===== src/rtl/rambus_stream_reader.sv =====
// rambus_stream_reader
// Wishbone classic read-only initiator on the OpenRAM rambus (port B).
// Fetches a run of words from the 1 kB SRAM into a small prefetch FIFO and
// presents them on a valid/ready stream, optionally looping over the table.
//
// Ports
//   wb_clk_i, wb_rst_ni     clock, async active-low reset
//   start_i, abort_i        transfer control (start ignored while busy)
//   base_adr_i, length_i,   transfer parameters, latched on an accepted start
//   loop_i
//   busy_o, done_o          status (done_o pulses when the last word leaves)
//   rambus_wb_*             Wishbone master side of the rambus
//   data_o, valid_o,        output stream, transfer on valid_o && ready_i
//   ready_i
module rambus_stream_reader #(
  parameter int unsigned FIFO_DEPTH = 4
) (
  input  logic        wb_clk_i,
  input  logic        wb_rst_ni,
  input  logic        start_i,
  input  logic        abort_i,
  input  logic [7:0]  base_adr_i,
  input  logic [8:0]  length_i,
  input  logic        loop_i,
  output logic        busy_o,
  output logic        done_o,
  output logic        rambus_wb_clk_o,
  output logic        rambus_wb_rst_o,
  output logic        rambus_wb_stb_o,
  output logic        rambus_wb_cyc_o,
  output logic        rambus_wb_we_o,
  output logic [3:0]  rambus_wb_sel_o,
  output logic [31:0] rambus_wb_dat_o,
  output logic [9:0]  rambus_wb_adr_o,
  input  logic        rambus_wb_ack_i,
  input  logic [31:0] rambus_wb_dat_i,
  output logic [31:0] data_o,
  output logic        valid_o,
  input  logic        ready_i
);

  localparam int unsigned AW = (FIFO_DEPTH > 1) ? $clog2(FIFO_DEPTH) : 1;
  localparam int unsigned CW = AW + 1;

  localparam logic [1:0] IDLE  = 2'd0;
  localparam logic [1:0] FETCH = 2'd1;
  localparam logic [1:0] REQ   = 2'd2;
  localparam logic [1:0] DRAIN = 2'd3;

  logic [1:0]    state_q, state_n;
  logic [7:0]    word_adr_q, word_adr_n;
  logic [8:0]    remaining_q, remaining_n;
  logic [7:0]    base_q, base_n;
  logic [8:0]    len_q, len_n;
  logic          loop_q, loop_n;
  logic          stb_q, busy_q, done_q, done_n;
  logic [31:0]   mem [FIFO_DEPTH];
  logic [AW-1:0] wr_ptr_q, wr_ptr_n, rd_ptr_q, rd_ptr_n;
  logic [CW-1:0] count_q, count_n;
  logic [31:0]   data_q, data_n;
  logic          valid_q, valid_n;
  logic          push, pop, flush;
  logic [8:0]    len_clamped;

  // Fixed rambus attributes: read-only, full-word accesses
  assign rambus_wb_clk_o = wb_clk_i;
  assign rambus_wb_rst_o = ~wb_rst_ni;
  assign rambus_wb_we_o  = 1'b0;
  assign rambus_wb_sel_o = 4'hF;
  assign rambus_wb_dat_o = 32'h0;
  assign rambus_wb_stb_o = stb_q;
  assign rambus_wb_cyc_o = stb_q;
  assign rambus_wb_adr_o = {word_adr_q, 2'b00};
  assign busy_o          = busy_q;
  assign done_o          = done_q;
  assign data_o          = data_q;
  assign valid_o         = valid_q;

  assign len_clamped = (length_i > 9'd256) ? 9'd256 : length_i;

  // Next-state: FIFO bookkeeping first, then the transfer FSM
  always_comb begin
    state_n     = state_q;
    word_adr_n  = word_adr_q;
    remaining_n = remaining_q;
    base_n      = base_q;
    len_n       = len_q;
    loop_n      = loop_q;
    done_n      = 1'b0;

    flush = abort_i && (state_q != IDLE);
    push  = (state_q == REQ) && rambus_wb_ack_i && !flush;
    pop   = valid_q && ready_i;

    if (flush) begin
      wr_ptr_n = '0;
      rd_ptr_n = '0;
      count_n  = '0;
      data_n   = '0;
      valid_n  = 1'b0;
    end else begin
      wr_ptr_n = wr_ptr_q + AW'(push);
      rd_ptr_n = rd_ptr_q + AW'(pop);
      count_n  = count_q + CW'(push) - CW'(pop);
      valid_n  = (count_n != CW'(0));
      // Head register: bypass incoming data when it lands in an empty slot
      if (count_n == CW'(0))
        data_n = '0;
      else if ((count_q - CW'(pop)) == CW'(0))
        data_n = rambus_wb_dat_i;
      else
        data_n = mem[rd_ptr_n];
    end

    case (state_q)
      // FIFO is always empty here, so the first request issues immediately
      IDLE: begin
        if (start_i && (length_i != 9'd0)) begin
          state_n     = REQ;
          word_adr_n  = base_adr_i;
          remaining_n = len_clamped;
          base_n      = base_adr_i;
          len_n       = len_clamped;
          loop_n      = loop_i;
        end
      end
      FETCH: begin
        if (count_q < CW'(FIFO_DEPTH))
          state_n = REQ;
      end
      REQ: begin
        if (rambus_wb_ack_i) begin
          word_adr_n  = word_adr_q + 8'd1;
          remaining_n = remaining_q - 9'd1;
          state_n     = FETCH;
          if (remaining_q == 9'd1) begin
            if (loop_q) begin
              word_adr_n  = base_q;
              remaining_n = len_q;
            end else begin
              state_n = DRAIN;
            end
          end
        end
      end
      DRAIN: begin
        if (count_n == CW'(0)) begin
          state_n = IDLE;
          done_n  = 1'b1;
        end
      end
      default: state_n = IDLE;
    endcase

    if (flush) begin
      state_n = IDLE;
      done_n  = 1'b0;
    end
  end

  // Control and status registers
  always_ff @(posedge wb_clk_i or negedge wb_rst_ni) begin
    if (!wb_rst_ni) begin
      state_q     <= IDLE;
      word_adr_q  <= '0;
      remaining_q <= '0;
      base_q      <= '0;
      len_q       <= '0;
      loop_q      <= 1'b0;
      stb_q       <= 1'b0;
      busy_q      <= 1'b0;
      done_q      <= 1'b0;
      wr_ptr_q    <= '0;
      rd_ptr_q    <= '0;
      count_q     <= '0;
      data_q      <= '0;
      valid_q     <= 1'b0;
    end else begin
      state_q     <= state_n;
      word_adr_q  <= word_adr_n;
      remaining_q <= remaining_n;
      base_q      <= base_n;
      len_q       <= len_n;
      loop_q      <= loop_n;
      stb_q       <= (state_n == REQ);
      busy_q      <= (state_n != IDLE);
      done_q      <= done_n;
      wr_ptr_q    <= wr_ptr_n;
      rd_ptr_q    <= rd_ptr_n;
      count_q     <= count_n;
      data_q      <= data_n;
      valid_q     <= valid_n;
    end
  end

  // FIFO storage; contents are don't-care until counted as valid
  always_ff @(posedge wb_clk_i) begin
    if (push)
      mem[wr_ptr_q] <= rambus_wb_dat_i;
  end

endmodule


===== config.mk =====
export PLATFORM = sky130hd
export DESIGN_NAME = rambus_stream_reader
export DESIGN_NICKNAME = d
export VERILOG_FILES = /design/src/rtl/rambus_stream_reader.sv
export SDC_FILE = /design/constraint.sdc
export NUM_CORES = 1
export LEC_CHECK = 0
export CORE_MARGIN = 4
export CORE_UTILIZATION = 40
export CTS_BUF_LIST = sky130_fd_sc_hd__clkbuf_4 sky130_fd_sc_hd__clkbuf_8 sky130_fd_sc_hd__clkbuf_16
export DETAILED_ROUTE_END_ITERATION = 8
export GPL_ROUTABILITY_DRIVEN = 0
export SYNTH_ARGS = -nofsm -noshare
export SYNTH_HDL_FRONTEND = slang
export SYNTH_SLANG_ARGS = --single-unit

===== constraint.sdc =====
create_clock -name wb_clk_i -period 3.5 [get_ports wb_clk_i]
set_input_delay 0.7 -clock wb_clk_i [delete_from_list [all_inputs] [get_ports wb_clk_i]]
set_output_delay 0.7 -clock wb_clk_i [all_outputs]
set_load 0.005 [all_outputs]

==> Yosys cells after proc, flatten, opt, wreduce, memory -nomap -nowiden <==
Memories as Yosys holds them, arrays and structs flattened.
Cells that the tools add are included.
{ "totals": {"word_cells": 80, "out_inout_bits": 86, "ramBits": 128, "ff_bits": 80, "memories": 1} }
{ "mem_list": {"columns": ["name", "depth", "word_bits", "read_ports", "rd_clocked_by_memory_dff", "wr", "line", "rtl"], "rows": [
  ["mem", 4, 32, 1, 0, 1, "57", "logic [31:0] mem [FIFO_DEPTH];"]
]} }
{ "op_classes": {"n_reduce_logical": 17, "eq_ne": 7, "order_cmp": 2, "add_sub_neg": 7, "n_mux": 31, "bitwise": 1} }
{ "op_table": {"columns": ["op", "n"], "rows": [
  ["2-to-1 mux 32 bit", 3],
  ["2-to-1 mux 9 bit", 5],
  ["2-to-1 mux 8 bit", 4],
  ["2-to-1 mux 2 bit", 9],
  ["one-hot mux 9 bit (2 select lines)", 1],
  ["one-hot mux 8 bit (2 select lines)", 1],
  ["equality test 9 x 1 -> 1 bit (second input constant)", 1],
  ["> comparator 9 bit (second input constant)", 1],
  ["logical NOT 3 bit", 3],
  ["nonzero test 9 bit", 1],
  ["subtractor 9 x 1 -> 9 bit (second input constant)", 1],
  ["adder 8 x 1 -> 8 bit (second input constant)", 1],
  ["one-hot mux 2 bit (4 select lines)", 1],
  ["equality test 2 bit (second input constant)", 3],
  ["2-to-1 mux 1 bit", 6],
  ["nonzero test 2 bit", 3],
  ["subtractor 3 x 1 -> 3 bit", 2],
  ["logical AND 1 bit", 5],
  ["adder 2 x 1 -> 2 bit", 2],
  ["!= test 2 bit (second input constant)", 2],
  ["adder 3 x 1 -> 3 bit", 1],
  ["less-than comparator 3 bit (second input constant)", 1],
  ["2-to-1 mux 3 bit", 1],
  ["AND reduction 3 bit", 1],
  ["6 further kinds", 6]
]} }

==> Logic depth before layout (Yosys ltp) <==
Gate-level depths: netlist of the first run.
{ "depth": {"word_depth": 12, "mapped_depth": 16, "ltp_nobuf": 15} }

==> results of run 1 <==
==> logic make-up (layout without fill, tap and decap cells) <==
| logic type | Yosys count | after routing | synth area share (%) |
|---|---|---|---|
| fa+ha+maj | 9 | 9 | 1.366 |
| other cells | 2 | 39 | 0.08540 |
| simple gates | 123 | 124 | 7.385 |
| flops | 208 | 208 | 66.48 |
| compound gates | 99 | 99 | 8.637 |
| xor+xnor | 11 | 11 | 1.252 |
| buf+inv | 81 | 183 | 6.375 |
| mux | 34 | 34 | 8.423 |
==> cells in the final DEF, fill, tap and decap left out, types with 8 or more instances in the layout <==
cell and count:
clkbuf_16 26, dfrtp_1 80, clkdlybuf4s50_1 101, nand2_1 51
nand3_1 13, mux4_2 32, o211ai_1 8, o21ai_0 9
edfxtp_1 128, a31oi_1 8, inv_1 13, buf_4 16
nor2_1 18, a21oi_1 11, a22o_1 33, conb_1 39
clkbuf_4 9
==> through the flow <==
stage / power [mW] / instances / instance area [um2] / setup TNS [ns] / setup slack, ns
after floorplan: 5.817 / 604 / 8942 / 0 / 0.4068
after global placement: 7.053 / 936 / 10100 / -12.63 / -0.4249
after detailed placement: 7.140 / 936 / 10100 / -17.00 / -0.5505
after CTS: 9.662 / 981 / 10910 / 0 / 0.09003
after global routing: 10.16 / 982 / 10920 / 0 / 0.07708
final: 9.596 / 982 / 10920 / 0 / 0.3040
==> per-layer routing <==
metal  wire, um  share of wire, %
met5         14             0.071
met3       1322               6.7
met2       9660                49
met4        341               1.7
met1       8379                42
==> area by class of cell <==
| class | instances | share of cell area [%] |
|---|---|---|
| clock inverters | 9 | 0.7446 |
| multi-input cells | 316 | 23.76 |
| inverters | 14 | 0.4812 |
| flip-flops and latches | 208 | 53.52 |
| well taps | 275 | 3.150 |
| clock buffers | 37 | 6.793 |
| repair buffers | 123 | 11.55 |
==> power groups by stage <==
stage	logic (mW)	clock network (mW)	registers, mW
after floorplan	2.35	0.0185	3.45
after detailed placement	3.57	0.0241	3.54
after global routing	3.90	2.69	3.57
after global placement	3.49	0.0241	3.54
final	3.57	2.51	3.51
after CTS	3.58	2.57	3.51
==> what timing repair did <==
action | CTS | global route
resized for setup | 0 | 1
hold buffers | 0 | 0
endpoints found under the setup margin | 0 | 32
==> state kept, by name (all words and copies together), names as in the netlist <==
signal,flops
busy_o,1
remaining_q,9
mem,128
base_q,8
state_q,2
valid_o,1
data_o,32
rambus_wb_cyc_o,1
wr_ptr_q,2
loop_q,1
word_adr_q,8
rd_ptr_q,2
len_q,9
count_q,3
done_o,1
==> worst max-delay path by stage <==
stage                    start                    to  slack (ns)
3_3_place_gp   rambus_wb_ack_i  data_o[30]$_DFF_PN0_       -0.42
2_1_floorplan  rambus_wb_ack_i  data_o[10]$_DFF_PN0_        0.41
5_1_grt        rambus_wb_ack_i  data_o[30]$_DFF_PN0_        0.08
6_report       rambus_wb_ack_i   data_o[9]$_DFF_PN0_        0.30
3_5_place_dp   rambus_wb_ack_i  data_o[30]$_DFF_PN0_       -0.55
4_1_cts        rambus_wb_ack_i   data_o[9]$_DFF_PN0_        0.09
==> results.sh, run 1 <==
export IMPL_outcome="finished, final reports clean"
export IMPL_timing_rr_end="data_o[9]$_DFF_PN0_"
export IMPL_met1_usage_pct=21.11
export IMPL_fin_worst_skew_ns=0.01840
export IMPL_cp_common_cell="inv_1"
export IMPL_drive_above_1_share_pct=17.11
export IMPL_grt_busiest_layer="met2"
export IMPL_hold_worst_slack_ns=0.04239
export IMPL_viasPerCell=5.326
export IMPL_overflow=0
export IMPL_async_reset_ff_share_pct=38.46
export IMPL_crit_buf_inv=4
export IMPL_yosysMostFrequentCell="edfxtp_1"
export IMPL_critPathTopFamily="simple AND/OR/NAND/NOR gates"
export IMPL_utilization_pct=51.15
export IMPL_grt_use_met2_pct=26.86
export IMPL_peakVddDrop_v=0.0006931
export IMPL_p_leak_nw=4.208
export IMPL_grt_pass1_vias=5427
export IMPL_cp_start_kind="input pin"
export IMPL_synth_area_leaders="edfxtp_1 44%, dfrtp_1 23%, mux4_2 8.2%"
export IMPL_coreArea_um2=21350
export IMPL_slowest_stage="clkdlybuf4s50_1"
export IMPL_syn_area_um2=8793
export IMPL_core_rowCount=53
export IMPL_post_cts_setup_buffers=0
export IMPL_clkSlewWorstSetupHoldPaths_ns=0.06
export IMPL_slew_viol_final=0
export IMPL_cp_max_fo=16
export IMPL_layout_area_overhead_vs_synth_pct=24.20
export IMPL_ff2ff_path_depth=14
export IMPL_r2r_setup_slack_ns=0.36
export IMPL_synth_ff_latch_count=208
export IMPL_rsz0062_at_grt="no"
export IMPL_fp_dieH_um=156.3
export IMPL_insertion_delay_ns=0.62
export IMPL_first_pass_iters=4
export IMPL_start_util_pct=41.18
export IMPL_pwr_share_seq_pct=36.6
export IMPL_grt_pass1_wl_um=30420
export IMPL_p_int_mw=6.564
export IMPL_fmax_mhz=312.9
export IMPL_power_net_switching_mw=3.033
export IMPL_vias=5230
export IMPL_max_stage_delay_ns=0.53
export IMPL_clkPwrFrac_pct=26.2
export IMPL_cp_arrival_ns=3.74
export IMPL_yosysUniqueCellTypes=64
export IMPL_yosys_area_top_type="edfxtp_1"
export IMPL_worst_slew_pin_slew_ns=1.036
export IMPL_drc_errors=0
export IMPL_drtIter0Drc=324
export IMPL_seq_area_um2=5846
export IMPL_path_class="in2reg"
export IMPL_synth_edf_count=128
export IMPL_crit_chain="clkdlybuf4s50_1 > nand2_1 > nor2_1 > inv_1 > ha_1 > inv_1 > ha_1 > inv_1 > fa_1 > xnor3_1 > nand3b_2 > nand2_1 > nor2_4 > a22o_1"
export IMPL_seq_area_frac_synth_pct=66.48
export IMPL_routed_wl_um=19720
export IMPL_hold_viol=0
export IMPL_fillerInstances=1793
export IMPL_power_frac_comb_pct=37.2
export IMPL_ios=142
export IMPL_cts_tree="yes"
export IMPL_n_antenna_cell=0
export IMPL_ant_nets=0
export IMPL_period_needed_ns=3.196
export IMPL_antenna_found_initial=1
export IMPL_multi_input_area_um2=2595
export IMPL_synth_top_area_share_pct=43.71
export IMPL_worstReg2RegStart="state_q[0]$_DFF_PN0_"
export IMPL_power_density_nw_per_um2=878.7
export IMPL_yosys_top_cells_count="128 x edfxtp_1, 80 x dfrtp_1, 51 x nand2_1"
export IMPL_setup_viol=0
export IMPL_ys_warn_count=0
export IMPL_grt_usage_pct=15.94
export IMPL_hpwl_um=12360
export IMPL_die_w_um=156.3
export IMPL_nets=755
export IMPL_switching_share_pct=31.60
export IMPL_ys_flop_type="edfxtp_1"
export IMPL_cp_end_kind="register"
export IMPL_syn_mean_instance_area_um2=15.51
export IMPL_routedWlPerCell_um=20.08
export IMPL_maxCapViolCount=0
export IMPL_die_area_um2=24420
export IMPL_grt_max_degree=49
export IMPL_required_ns=4.04
export IMPL_relSlewSlack_pct=30.80
export IMPL_cp_depth=14
export IMPL_use_met3_pct=3.623
export IMPL_period_share_pct=91.32
export IMPL_holdCritPathClass="in2async"
export IMPL_port_buffers=102
export IMPL_syn_inst=567
(Power assumes the default switching activity.)
==> run 2: changes to the inputs <==
- CORE_UTILIZATION: 40 -> 48
- PLACE_DENSITY: unset -> 0.76
==> run 2 against run 1 <==
Compared with the run above:
- routed wire length down 2.1%
- non-clock buffer count up 3
- fmax up 0.67%
- clock power up 2%
- worst setup slack better by 0.021 ns
- largest cell class unchanged
- largest power group unchanged
==> results.sh, run 2 (synthesis gave the netlist of run 1 again) <==
export IMPL_coreArea_um2=17960
export IMPL_power_density_nw_per_um2=882.8
export IMPL_viasPerCell=5.590
export IMPL_peakVddDrop_v=0.0005824
export IMPL_cp_end_kind="register"
export IMPL_slowest_stage="clkdlybuf4s50_1"
export IMPL_p_leak_nw=4.202
export IMPL_pre_cts_ws_ns=-0.4990
export IMPL_clkSlewWorstSetupHoldPaths_ns=0.06
export IMPL_antenna_found_initial=0
export IMPL_drc_errors=0
export IMPL_slew_viol_final=0
export IMPL_grt_max_degree=69
export IMPL_drtIter0Drc=341
export IMPL_outcome="finished, final reports clean"
export IMPL_holdCritPathClass="reg2reg"
export IMPL_cts_tree="yes"
export IMPL_start_util_pct=48.95
export IMPL_cp_start_kind="input pin"
export IMPL_required_ns=4.00
export IMPL_layout_commonest_cell="edfxtp_1"
export IMPL_maxCapViolCount=0
export IMPL_largest_register_ff_count=128
export IMPL_first_pass_iters=4
export IMPL_cp_common_cell="inv_1"
export IMPL_cp_max_fo=13
export IMPL_max_stage_delay_ns=0.58
export IMPL_overflow=0
export IMPL_ios=142
export IMPL_place_inst=892
export IMPL_vias=5238
export IMPL_crit_buf_inv=6
export IMPL_top_layer="met4"
export IMPL_hold_worst_slack_ns=0.4729
export IMPL_fmax_mhz=315.0
export IMPL_regMostFlops="mem"
export IMPL_wl_met2_um=9649
export IMPL_nets=757
export IMPL_worst_slew_pin_slew_ns=0.9050
export IMPL_hold_start="base_q[0]$_DFFE_PN0P_"
export IMPL_crit_path_start="rambus_wb_ack_i"
export IMPL_path_class="in2reg"
export IMPL_met3_length_um=1680
export IMPL_layout_area_overhead_vs_synth_pct=23.51
export IMPL_fp_dieH_um=143.4
export IMPL_ant_nets=0
export IMPL_rsz0062_at_grt="no"
export IMPL_port_buffers=102
export IMPL_final_cell_mix="128 x edfxtp_1, 101 x clkdlybuf4s50_1, 80 x dfrtp_1"
export IMPL_setup_viol=0
export IMPL_worstReg2RegStart="state_q[0]$_DFF_PN0_"
export IMPL_grt_pass1_wl_um=29920
export IMPL_crit_chain="clkdlybuf4s50_1 > nand2_1 > nor2_1 > inv_1 > ha_1 > inv_1 > ha_1 > inv_1 > fa_1 > xnor3_1 > nand3b_2 > buf_4 > and3_1 > buf_4 > a22o_1"
export IMPL_drive_above_1_share_pct=17.09
export IMPL_wl_met1_um=7610
export IMPL_utilization_pct=60.46
export IMPL_hpwl_um=12260
export IMPL_period_share_pct=90.71
export IMPL_relSlewSlack_pct=39.67
export IMPL_setup_slack_ns=0.3251
export IMPL_fillerInstances=1317
export IMPL_final_cells=937
export IMPL_die_area_um2=20550
export IMPL_grt_usage_pct=18.73
export IMPL_die_w_um=143.4
export IMPL_routedWlPerCell_um=20.61
export IMPL_routed_wl_um=19310
export IMPL_critPathTopFamily="buffers and inverters"
export IMPL_hold_viol=0
export IMPL_cp_arrival_ns=3.68
export IMPL_core_rowCount=49
export IMPL_grt_pass1_vias=5528
export IMPL_n_antenna_cell=0
export IMPL_period_needed_ns=3.175
export IMPL_insertion_delay_ns=0.62
export IMPL_fin_worst_skew_ns=0.01968
-- run 2: cell count changes in the layout (fill, tap and decap cells not counted) --
| cell | change |
|---|---|
| clkbuf_4 | -8 |
| buf_4 | +5 |
| buf_12 | -3 |
| bufinv_16 | +2 |
| clkinv_4 | +2 |
| clkinvlp_4 | +2 |
| clkbuf_16 | -1 |
| clkinv_2 | +1 |
| clkinv_8 | +1 |
| dlygate4sd3_1 | +1 |
| inv_16 | -1 |
-- run 2: metrics by stage --
| step | instance area [um2] | total power [mW] | TNS (ns) |
|---|---|---|---|
| 2_1_floorplan | 8942 | 5.817 | 0 |
| 3_3_place_gp | 10020 | 6.907 | -10.07 |
| 3_5_place_dp | 10020 | 7.047 | -14.56 |
| 4_1_cts | 10850 | 9.616 | 0 |
| 5_1_grt | 10860 | 10.13 | 0 |
| 6_report | 10860 | 9.587 | 0 |
-- run 2: what timing repair did --
action / 4_1_cts / 5_1_grt
buffers inserted: 0 / 0
endpoints found under the hold margin: 12 / 0
gates resized for setup: 0 / 1
hold buffers: 1 / 0
setup endpoints to repair: 0 / 31
-- run 2: routing by layer --
layer | track usage [%] | up-vias
met1 | 24.11 | 2622
met2 | 31.43 | 253
met3 | 5.491 | 38
met5 | 0 | -
li1 | - | 2325
met4 | 5.104 | 0
-- run 2: final timing paths --
check / end / slack, ns / cells past startpoint
min in group asynchronous: word_adr_q[5]$_DFFE_PN0P_ / 0.48 / 2
setup reg to reg: data_o[27]$_DFF_PN0_ / 0.48 / 15
setup / recovery: data_o[27]$_DFF_PN0_ / 0.33 / 15
max in group asynchronous: data_o[5]$_DFF_PN0_ / 1.88 / 3
hold reg to reg: base_q[0]$_DFFE_PN0P_ / 0.47 / 2
hold / removal: base_q[0]$_DFFE_PN0P_ / 0.47 / 2
-- run 2: area by class of cell --
cell class / count / area [um2] / area share, %
sequential: 208 / 5846 / 53.82
inverter: 14 / 52.55 / 0.4839
timing repair buffer: 126 / 1249 / 11.50
clock buffer: 28 / 656.9 / 6.048
clock inverter: 16 / 175.2 / 1.613
tap: 229 / 286.5 / 2.638
multi-input combinational: 316 / 2595 / 23.89
-- run 2: worst register-to-register path, stage by stage, from the launching register on --
cell,delay [ns]
dfrtp_1,0.38
nor2b_1,0.15
nand2_1,0.09
nor2_1,0.13
inv_1,0.07
ha_1,0.27
inv_1,0.06
ha_1,0.13
inv_1,0.05
fa_1,0.38
xnor3_1,0.25
nand3b_2,0.11
buf_4,0.16
and3_1,0.22
buf_4,0.21
a22o_1,0.26
-- run 2: report_power, final --
part	total (mW)	switching, mW	internal [mW]	leakage, nW
registers	3.51	0.376	3.13	2.15
clock network	2.55	0.976	1.58	0.406
logic	3.53	1.68	1.84	1.64
total	9.59	3.03	6.55	4.20
==> run 3: changes to the inputs <==
- SETUP_SLACK_MARGIN: unset -> 0.05
==> results of run 3 <==
Same layout as run 2: the final DEF is identical, and so are final timing and power.
==> RTL change: new RTL, settings of run 2 <==
Set the parameter `FIFO_DEPTH` to 2 (it was 4).
--- a/src/rtl/rambus_stream_reader.sv
+++ b/src/rtl/rambus_stream_reader.sv
@@ -15,3 +15,3 @@
 module rambus_stream_reader #(
-  parameter int unsigned FIFO_DEPTH = 4
+  parameter int unsigned FIFO_DEPTH = 2
 ) (
Check against the original RTL: not equivalent (a bounded check fails within 10 cycles, from zero or initial values and one cycle with wb_rst_ni low).
==> RTL change against run 2 <==
  * Highest routed layer unchanged
  * Global-route usage grew 0.72 points
  * Final area fell by 26%
  * Largest power group unchanged
  * Power is 26% lower
  * Area after synthesis is 28% lower
  * Setup slack better by 0.050 ns
  * Worst hold slack got worse by 0.022 ns
  * Routed wire length down 27%
  * Sequential cell count fell by 67
==> RTL change: results (changes against run 2) <==
[timing]
finalHoldWorstSlack_ns = 0.4509  ; was 0.4729 ns
setup_ws_ns = 0.3751  ; was 0.3251 ns
relSlewSlack_pct = 32.50  ; was 39.67%
fin_worst_skew_ns = 0.01020  ; was 0.01968 ns

[global_route]
use_met2_pct = 32.12  ; was 31.43%
grt_pass1_wl_um = 21980  ; was 29,920 um
grt_use_met1_pct = 23.55  ; was 24.11%
grt_pass1_vias = 4356  ; was 5,528
grt_max_degree = 78  ; was 69
use_met3_pct = 7.558  ; was 5.491%
grt_use_total_pct = 19.45  ; was 18.73%

[power_and_ir_drop]
p_switching_mw = 2.468  ; was 3.035 mW
powerComb_mw = 2.70  ; was 3.53 mW
finalPower_mw = 7.139  ; was 9.587 mW
pwr-share-seq_pct = 35.9  ; was 36.6%
worst_ir_drop_vdd_v = 0.0004949  ; was 0.0005824 V
p_leak_nw = 3.301  ; was 4.202 nW

[worst_setup_path]
r2r-end = data_o[26]  ; was data_o[27]
worstReg2RegStart = state_q[1]  ; was state_q[0]
rr_worst_depth = 12  ; was 15
slowest_delay_ns = 0.43  ; was 0.58 ns
endpoint = rambus_wb_clk_o  ; was data_o[27]
crit_path_start = wb_clk_i  ; was rambus_wb_ack_i
cp_max_fo = 2  ; was 13
reg2reg_slack_ns = 0.81  ; was 0.48 ns
arrival_ns = 2.42  ; was 3.68 ns

[logic_synthesis]
ys_seq_area_share_pct = 61.04  ; was 66.48%
synth-async-reset-ratio_pct = 54.61  ; was 38.46%
synth_edf_count = 64  ; was 128
yosysUniqueCellTypes = 53  ; was 64
yosysTopAreaCellShare_pct = 30.56  ; was 43.71%
synth_area_leaders = dfrtp_1, edfxtp_1, mux2i_1  ; was edfxtp_1, dfrtp_1, mux4_2
synth_area_per_cell_sq_um = 12.27  ; was 15.51 sq um
synthTopCellsByCount = dfrtp_1, edfxtp_1, nor2_1, buf_4, nand2_1  ; was edfxtp_1, dfrtp_1, nand2_1, buf_4, a22o_1

[clock_tree]
cts_tree = done  ; unchanged
clock_latency_ns = 0.53  ; was 0.62 ns
cts-resized-gates = 0  ; unchanged

[route]
vias = 4269  ; was 5,238
routed_wl_um = 14070  ; was 19,310 um
wl_per_cell_um = 17.48  ; was 20.61 um
dr_wl_met3_um = 1028  ; was 1680 um
initialDrtViolationCount = 306  ; was 341
route.met2.wl_um = 7011  ; was 9649 um
met1_length_um = 5887  ; was 7610 um

[place]
preCtsSetupSlack_ns = 0.2902  ; was -0.4990 ns
dpl_cell_area_sq_um = 7366  ; was 10,020 sq um
dp_hpwl_um = 8896  ; was 12,260 um
dp.cells = 770  ; was 892

[layout]
multi_input_area_sq_um = 2108  ; was 2595 sq um
layout-drive-gt1-share_pct = 10.74  ; was 17.09%
regMostFlops = mem  ; unchanged
fill_cells = 997  ; was 1,317
largest_reg_flops = 64  ; was 128
nets = 683  ; was 757

[min_path]
min_path_type = input pin to asynchronous set/reset pin  ; was flip-flop to flip-flop

[run_status]
status = finished, final reports clean  ; unchanged

[RTL change: cell count changes after synthesis, moves of 5 or more]
cell,change
a211oi_1,+35
mux4_2,-32
clkbuf_1,+8
mux2_2,+6
mux2i_1,+31
nor2_1,+31
edfxtp_1,-64
nand2b_1,+5
a22o_1,-31
nand2_1,-12
[RTL change: cell families (layout without fill, tap and decap cells)]
group	count (synthesis)	count (layout)	share of synthesized area, %
multiplexers	39	39	6.311
XOR/XNOR	9	9	1.588
flip-flops	141	141	61.04
other	2	39	0.1191
adder cells (fa/ha/maj)	7	7	1.389
AO/OA/AOI/OAI	94	94	10.54
buffers and inverters	81	163	8.017
AND/OR/NAND/NOR	141	141	10.99
[RTL change: layout make-up]
class	count	share of cell area, %
clock inverters	13	1.470
repair buffers	115	14.23
clock buffers	23	6.570
well taps	172	2.690
multi-input cells	329	26.36
flip-flops and latches	141	48.12
inverters	12	0.5631
[RTL change: critical path, delay by kind of cell]
family,cells,cell delay (ns)
buffers and inverters,3,0.68
